File: src/rtl/d_flip_flop_async_clr.sv
// ---------------------------------------------------------------------------
// d_flip_flop_async_clr
//   Single D flip-flop with asynchronous, active-high clear. One instance
//   forms one stage of the ripple counter.
//
// Ports
//   D   : input,  1 bit, data captured on the rising edge of Clk
//   Clk : input,  1 bit, stage clock (rising-edge active)
//   Clr : input,  1 bit, asynchronous active-high clear; forces Q to 0
//   Q   : output, 1 bit, stored value
// ---------------------------------------------------------------------------
module d_flip_flop_async_clr (
    input  logic D,
    input  logic Clk,
    input  logic Clr,
    output logic Q
);

    // Stage storage: clear dominates, otherwise capture D on the clock edge.
    always_ff @(posedge Clk or posedge Clr) begin
        if (Clr) begin
            Q <= 1'b0;
        end else begin
            Q <= D;
        end
    end

endmodule

File: src/rtl/counter_dflipflop_with_async_clk_up_4bit.sv
// ---------------------------------------------------------------------------
// counter_dflipflop_with_async_clk_up_4bit
//   Ripple (asynchronous-clock) binary up counter made of WIDTH toggling
//   D flip-flops. Only stage 0 sees Clk; every later stage is clocked by the
//   inverted output of the stage before it, so a stage toggles when its
//   predecessor falls from 1 to 0 -- the carry of an up count.
//
//   The bits of count settle one after another as the carry ripples, so
//   count passes through transient values after each Clk edge. count must
//   NOT be used as a synchronous signal in the Clk domain (or any other
//   clock domain) without proper resynchronisation.
//
//   Clr is applied to every stage directly with no synchroniser; aligning
//   its release with Clk is the integrator's responsibility.
//
// Parameters
//   WIDTH : number of counter stages (minimum 1), default 4
//
// Ports (positional order: count, Clk, Clr)
//   count : output, WIDTH bits, flip-flop Q outputs
//   Clk   : input,  1 bit, counter clock, count advances on its rising edge
//   Clr   : input,  1 bit, asynchronous active-high clear, count forced to 0
// ---------------------------------------------------------------------------
module counter_dflipflop_with_async_clk_up_4bit #(
    parameter int WIDTH = 4
) (
    output logic [WIDTH-1:0] count,
    input  logic             Clk,
    input  logic             Clr
);

    logic [WIDTH-1:0] q_s;          // stage outputs
    logic [WIDTH-1:0] stage_clk_s;  // per-stage clock nets

    // Stage 0 runs from the counter clock; later stages from ~Q of the previous one.
    assign stage_clk_s[0] = Clk;

    genvar i;
    generate
        for (i = 0; i < WIDTH; i = i + 1) begin : g_stage
            if (i > 0) begin : g_ripple_clk
                // Rising edge of ~Q[i-1] == falling edge of Q[i-1] == carry out.
                assign stage_clk_s[i] = ~q_s[i-1];
            end

            // Each stage feeds back its own complement so it toggles per clock.
            d_flip_flop_async_clr u_dff (
                .D   (~q_s[i]),
                .Clk (stage_clk_s[i]),
                .Clr (Clr),
                .Q   (q_s[i])
            );
        end
    endgenerate

    assign count = q_s;

endmodule

File: config.mk
export PLATFORM = sky130hd
export DESIGN_NAME = counter_dflipflop_with_async_clk_up_4bit
export DESIGN_NICKNAME = d
export VERILOG_FILES = /design/src/rtl/d_flip_flop_async_clr.sv /design/src/rtl/counter_dflipflop_with_async_clk_up_4bit.sv
export SDC_FILE = /design/constraint.sdc
export NUM_CORES = 1
export LEC_CHECK = 0
export BUFFER_PORTS_ARGS = -buffer_cell sky130_fd_sc_hd__buf_2
export CELL_PAD_IN_SITES_DETAIL_PLACEMENT = 1
export CELL_PAD_IN_SITES_GLOBAL_PLACEMENT = 1
export CORE_AREA = 2 2 39 41
export CTS_BUF_LIST = sky130_fd_sc_hd__clkbuf_8 sky130_fd_sc_hd__clkbuf_16
export CTS_CLUSTER_SIZE = 24
export DETAILED_ROUTE_END_ITERATION = 8
export DIE_AREA = 0 0 41 43
export PLACE_DENSITY_LB_ADDON = 0.3
export SLEW_MARGIN = 25
export SYNTH_ARGS = -nofsm -noshare
export SYNTH_HDL_FRONTEND = slang
export SYNTH_HIERARCHICAL = 1
export SYNTH_SLANG_ARGS = --single-unit
File: constraint.sdc
create_clock -name Clk -period 0.8 [get_ports Clk]
set_input_delay 0.16 -clock Clk [delete_from_list [all_inputs] [get_ports Clk]]
set_output_delay 0.16 -clock Clk [all_outputs]
set_load 0.01 [all_outputs]
After elaboration in Yosys (flattened, before gate mapping). Cells that the tools add are included.

Output and inout port bits: 4. Word-level logic and storage cells: 8. Register bits after elaboration: 4.

Bitwise gates (word level): 4.

Operators by type and width (count): 1-bit inverter (4).

Depth between registers and ports, before layout.
Word-level depth: 1. Gate-level depth with buffers: 1. Mapped depth without buffers: 1.

Cells and area by module. The synthesis kept the hierarchy.

By module, submodules not included: d_flip_flop_async_clr (area an instance 28.8 um2, cells each 2, instances 4, sequential area each 25.0 um2); counter_dflipflop_with_async_clk_up_4bit (area an instance 15.0 um2, cells each 4, instances 1, sequential area each 0.0 um2).

==> insert_results.sql <==
INSERT INTO impl_metrics (metric_group, metric, value, unit) VALUES
('route', 'routedWlPerCell', '6.27', 'um'),
('grt', 'maximum_number_of_pins_on_one_net_before_global_route_repair', '5', ''),
('status', 'outcome', 'finished clean', ''),
('logic_synthesis', 'synth.cells.most_frequent', 'sky130_fd_sc_hd__inv_1 (8), sky130_fd_sc_hd__dfrtp_1 (4)', ''),
('logic_synthesis', 'ys_seq_area_share', '76.9', '%'),
('placement', 'buffer_ports.inserted', '5', ''),
('route', 'drc_errors', '0', ''),
('worst_setup_path', 'path_buf_inv', '1', ''),
('floorplanning', 'dieArea', '0.00176', 'mm^2'),
('worst_setup_path', 'critical_path.cell_chain', 'buf_2', ''),
('final_layout', 'largestRegisters', 'g_stage.u_dff/Q x4', ''),
('grt', 'all_layer_global_routing_usage', '2.31', '%'),
('final_layout', 'multi_input_gates', '0', ''),
('timing', 'worstMarginPinSlew', '74.4', 'ps'),
('floorplanning', 'fp-row-count', '14', ''),
('placement', 'gp_congestion', '0.535', ''),
('route', 'drtPass1Iterations', '1', ''),
('cts', 'clkLatencyLatePin', '0', 'ps'),
('timing', 'finalWorstPathRequiredPeriod', '649', 'ps'),
('placement', 'cell_count_after_placement', '33', ''),
('route', 'totalWireLength', '207', 'um'),
('final_layout', 'finish.instance_area', '175', 'um^2'),
('worst_setup_path', 'endpoint_kind', 'output port', ''),
('timing', 'timing.final.crit_share', '81.1', '%'),
('final_layout', 'syn_to_final_growth', '34.6', '%'),
('timing', 'unclocked_regs', '3', ''),
('final_layout', 'finish.net_count', '21', ''),
('pwr', 'irDropWorstVdd', '0.196', 'mV'),
('logic_synthesis', 'syn_nets', '14', ''),
('route', 'ant_nets', '0', ''),
('worst_setup_path', 'critPathKind', 'reg -> out', ''),
('logic_synthesis', 'synth_flop_cell', 'sky130_fd_sc_hd__dfrtp_1', ''),
('worst_setup_path', 'critical_path_required', '640', 'ps'),
('final_layout', 'layout.filler_cells', '165', ''),
('timing', 'hold_viol_final', '0', ''),
('final_layout', 'footprint_of_the_multi_input_gates', '0', 'um^2'),
('logic_synthesis', 'post-synth-top-count-cell', 'sky130_fd_sc_hd__inv_1', ''),
('timing', 'setup_repair_after_global_routing_missed_its_margin', 'false', ''),
('floorplanning', 'die_height', '43', 'um'),
('route', 'viasPerCell', '2.39', ''),
('final_layout', 'registers.top_by_ff_count', 'g_stage.u_dff/Q', ''),
('timing', 'layout_setup_ws', '151', 'ps'),
('pwr', 'power_leakage', '0.114', 'nW'),
('flow_run', 'maxCapViolations', '0', ''),
('timing', 'final-setup-viol-count', '0', ''),
('pwr', 'p_per_area', '347', 'mW/mm^2'),
('worst_setup_path', 'cell_class_contributing_the_biggest_share_of_worst_path_delay', 'flip-flops', ''),
('floorplanning', 'start_util', '9.40', '%'),
('floorplanning', 'core', '0.00138', 'mm^2'),
('worst_setup_path', 'timing.critical_path.from_type', 'flop', ''),
('logic_synthesis', 'synthArstFlopShare', '100', '%'),
('final_layout', 'seqCellArea', '100', 'um^2'),
('timing', 'fin_tns_setup', '0', 'ps'),
('placement', 'dpl.hpwl', '205', 'um'),
('logic_synthesis', 'most_area_consuming_cells_after_synthesis', 'sky130_fd_sc_hd__dfrtp_1 (77%), sky130_fd_sc_hd__inv_1 (23%)', ''),
('logic_synthesis', 'syn_avg_cell_area', '10.8', 'um^2'),
('logic_synthesis', 'synth_cell_types', '2', ''),
('timing', 'maxSlewHeadroom', '95.0', '%'),
('placement', 'placement.setup.worst_slack', '148', 'ps'),
('worst_setup_path', 'slowest_stage', 'sky130_fd_sc_hd__dfrtp_1', ''),
('cts', 'postCtsResizedCells', '0', ''),
('timing', 'number_of_unconstrained_endpoints', '6', ''),
('logic_synthesis', 'synth_top_area_share', '76.9', '%'),
('grt', 'gr-total-overflow', '0', ''),
('logic_synthesis', 'mappedNetlistArea', '130', 'um^2'),
('final_layout', 'final_cell_count_no_fill', '33', ''),
('final_layout', 'layout-drive-gt1-share', '29.4', '%'),
('route', 'initial_drc_count', '0', ''),
('route', 'detailroute.via_count', '79', ''),
('grt', 'grt_antenna_before_repair', '0', ''),
('timing', 'max_clock_freq', '1540', 'MHz');
-- where the power goes --
| part | internal [mW] | switching, mW | total [mW] | leakage [nW] |
|---|---|---|---|---|
| registers | 0.0513 | 0 | 0.0513 | 0.0376 |
| clock network | 0 | 0 | 0 | 0 |
| logic | 0.00316 | 0.00622 | 0.00938 | 0.0761 |
| total | 0.0545 | 0.00622 | 0.0607 | 0.114 |
-- path summary, 6_finish.rpt --
| check | start | endpoint | slack [ps] | cells after the start |
|---|---|---|---|---|
| max in group asynchronous | Clr | g_stage[0].u_dff/Q | 680 | 2 |
| min | Clr | g_stage[0].u_dff/Q | 30 | 2 |
| max | g_stage[0].u_dff/Q | count[0] | 150 | 1 |
| min in group Clk | g_stage[0].u_dff/Q | g_stage[0].u_dff/Q | 430 | 1 |
| min reg2reg | g_stage[0].u_dff/Q | g_stage[0].u_dff/Q | 430 | 1 |
| max reg2reg | g_stage[0].u_dff/Q | g_stage[0].u_dff/Q | 300 | 1 |
-- layer usage --
metal	vias to the layer above	track usage, %	wire, um	share of wire, %
met5	-	0	0	0
met4	0	0	0	0
met3	0	0	26	13
met2	6	3.75	84	41
met1	35	3.55	96	46
li1	38	-	-	-
-- kinds of logic after synthesis --
logic type	after synthesis	share of synthesized area [%]
buffers and inverters	8	23.1
DFF	4	76.9
-- placed cells by master, fill, tap and decap left out --
master                    n
sky130_fd_sc_hd__inv_1    8
sky130_fd_sc_hd__dfrtp_1  4
sky130_fd_sc_hd__buf_2    5
-- cell type report --
cell class | instances | area share [%]
inverters | 8 | 17.1
repair buffers | 5 | 14.3
well taps | 16 | 11.4
flip-flops and latches | 4 | 57.1
(Power assumes the default switching activity.)
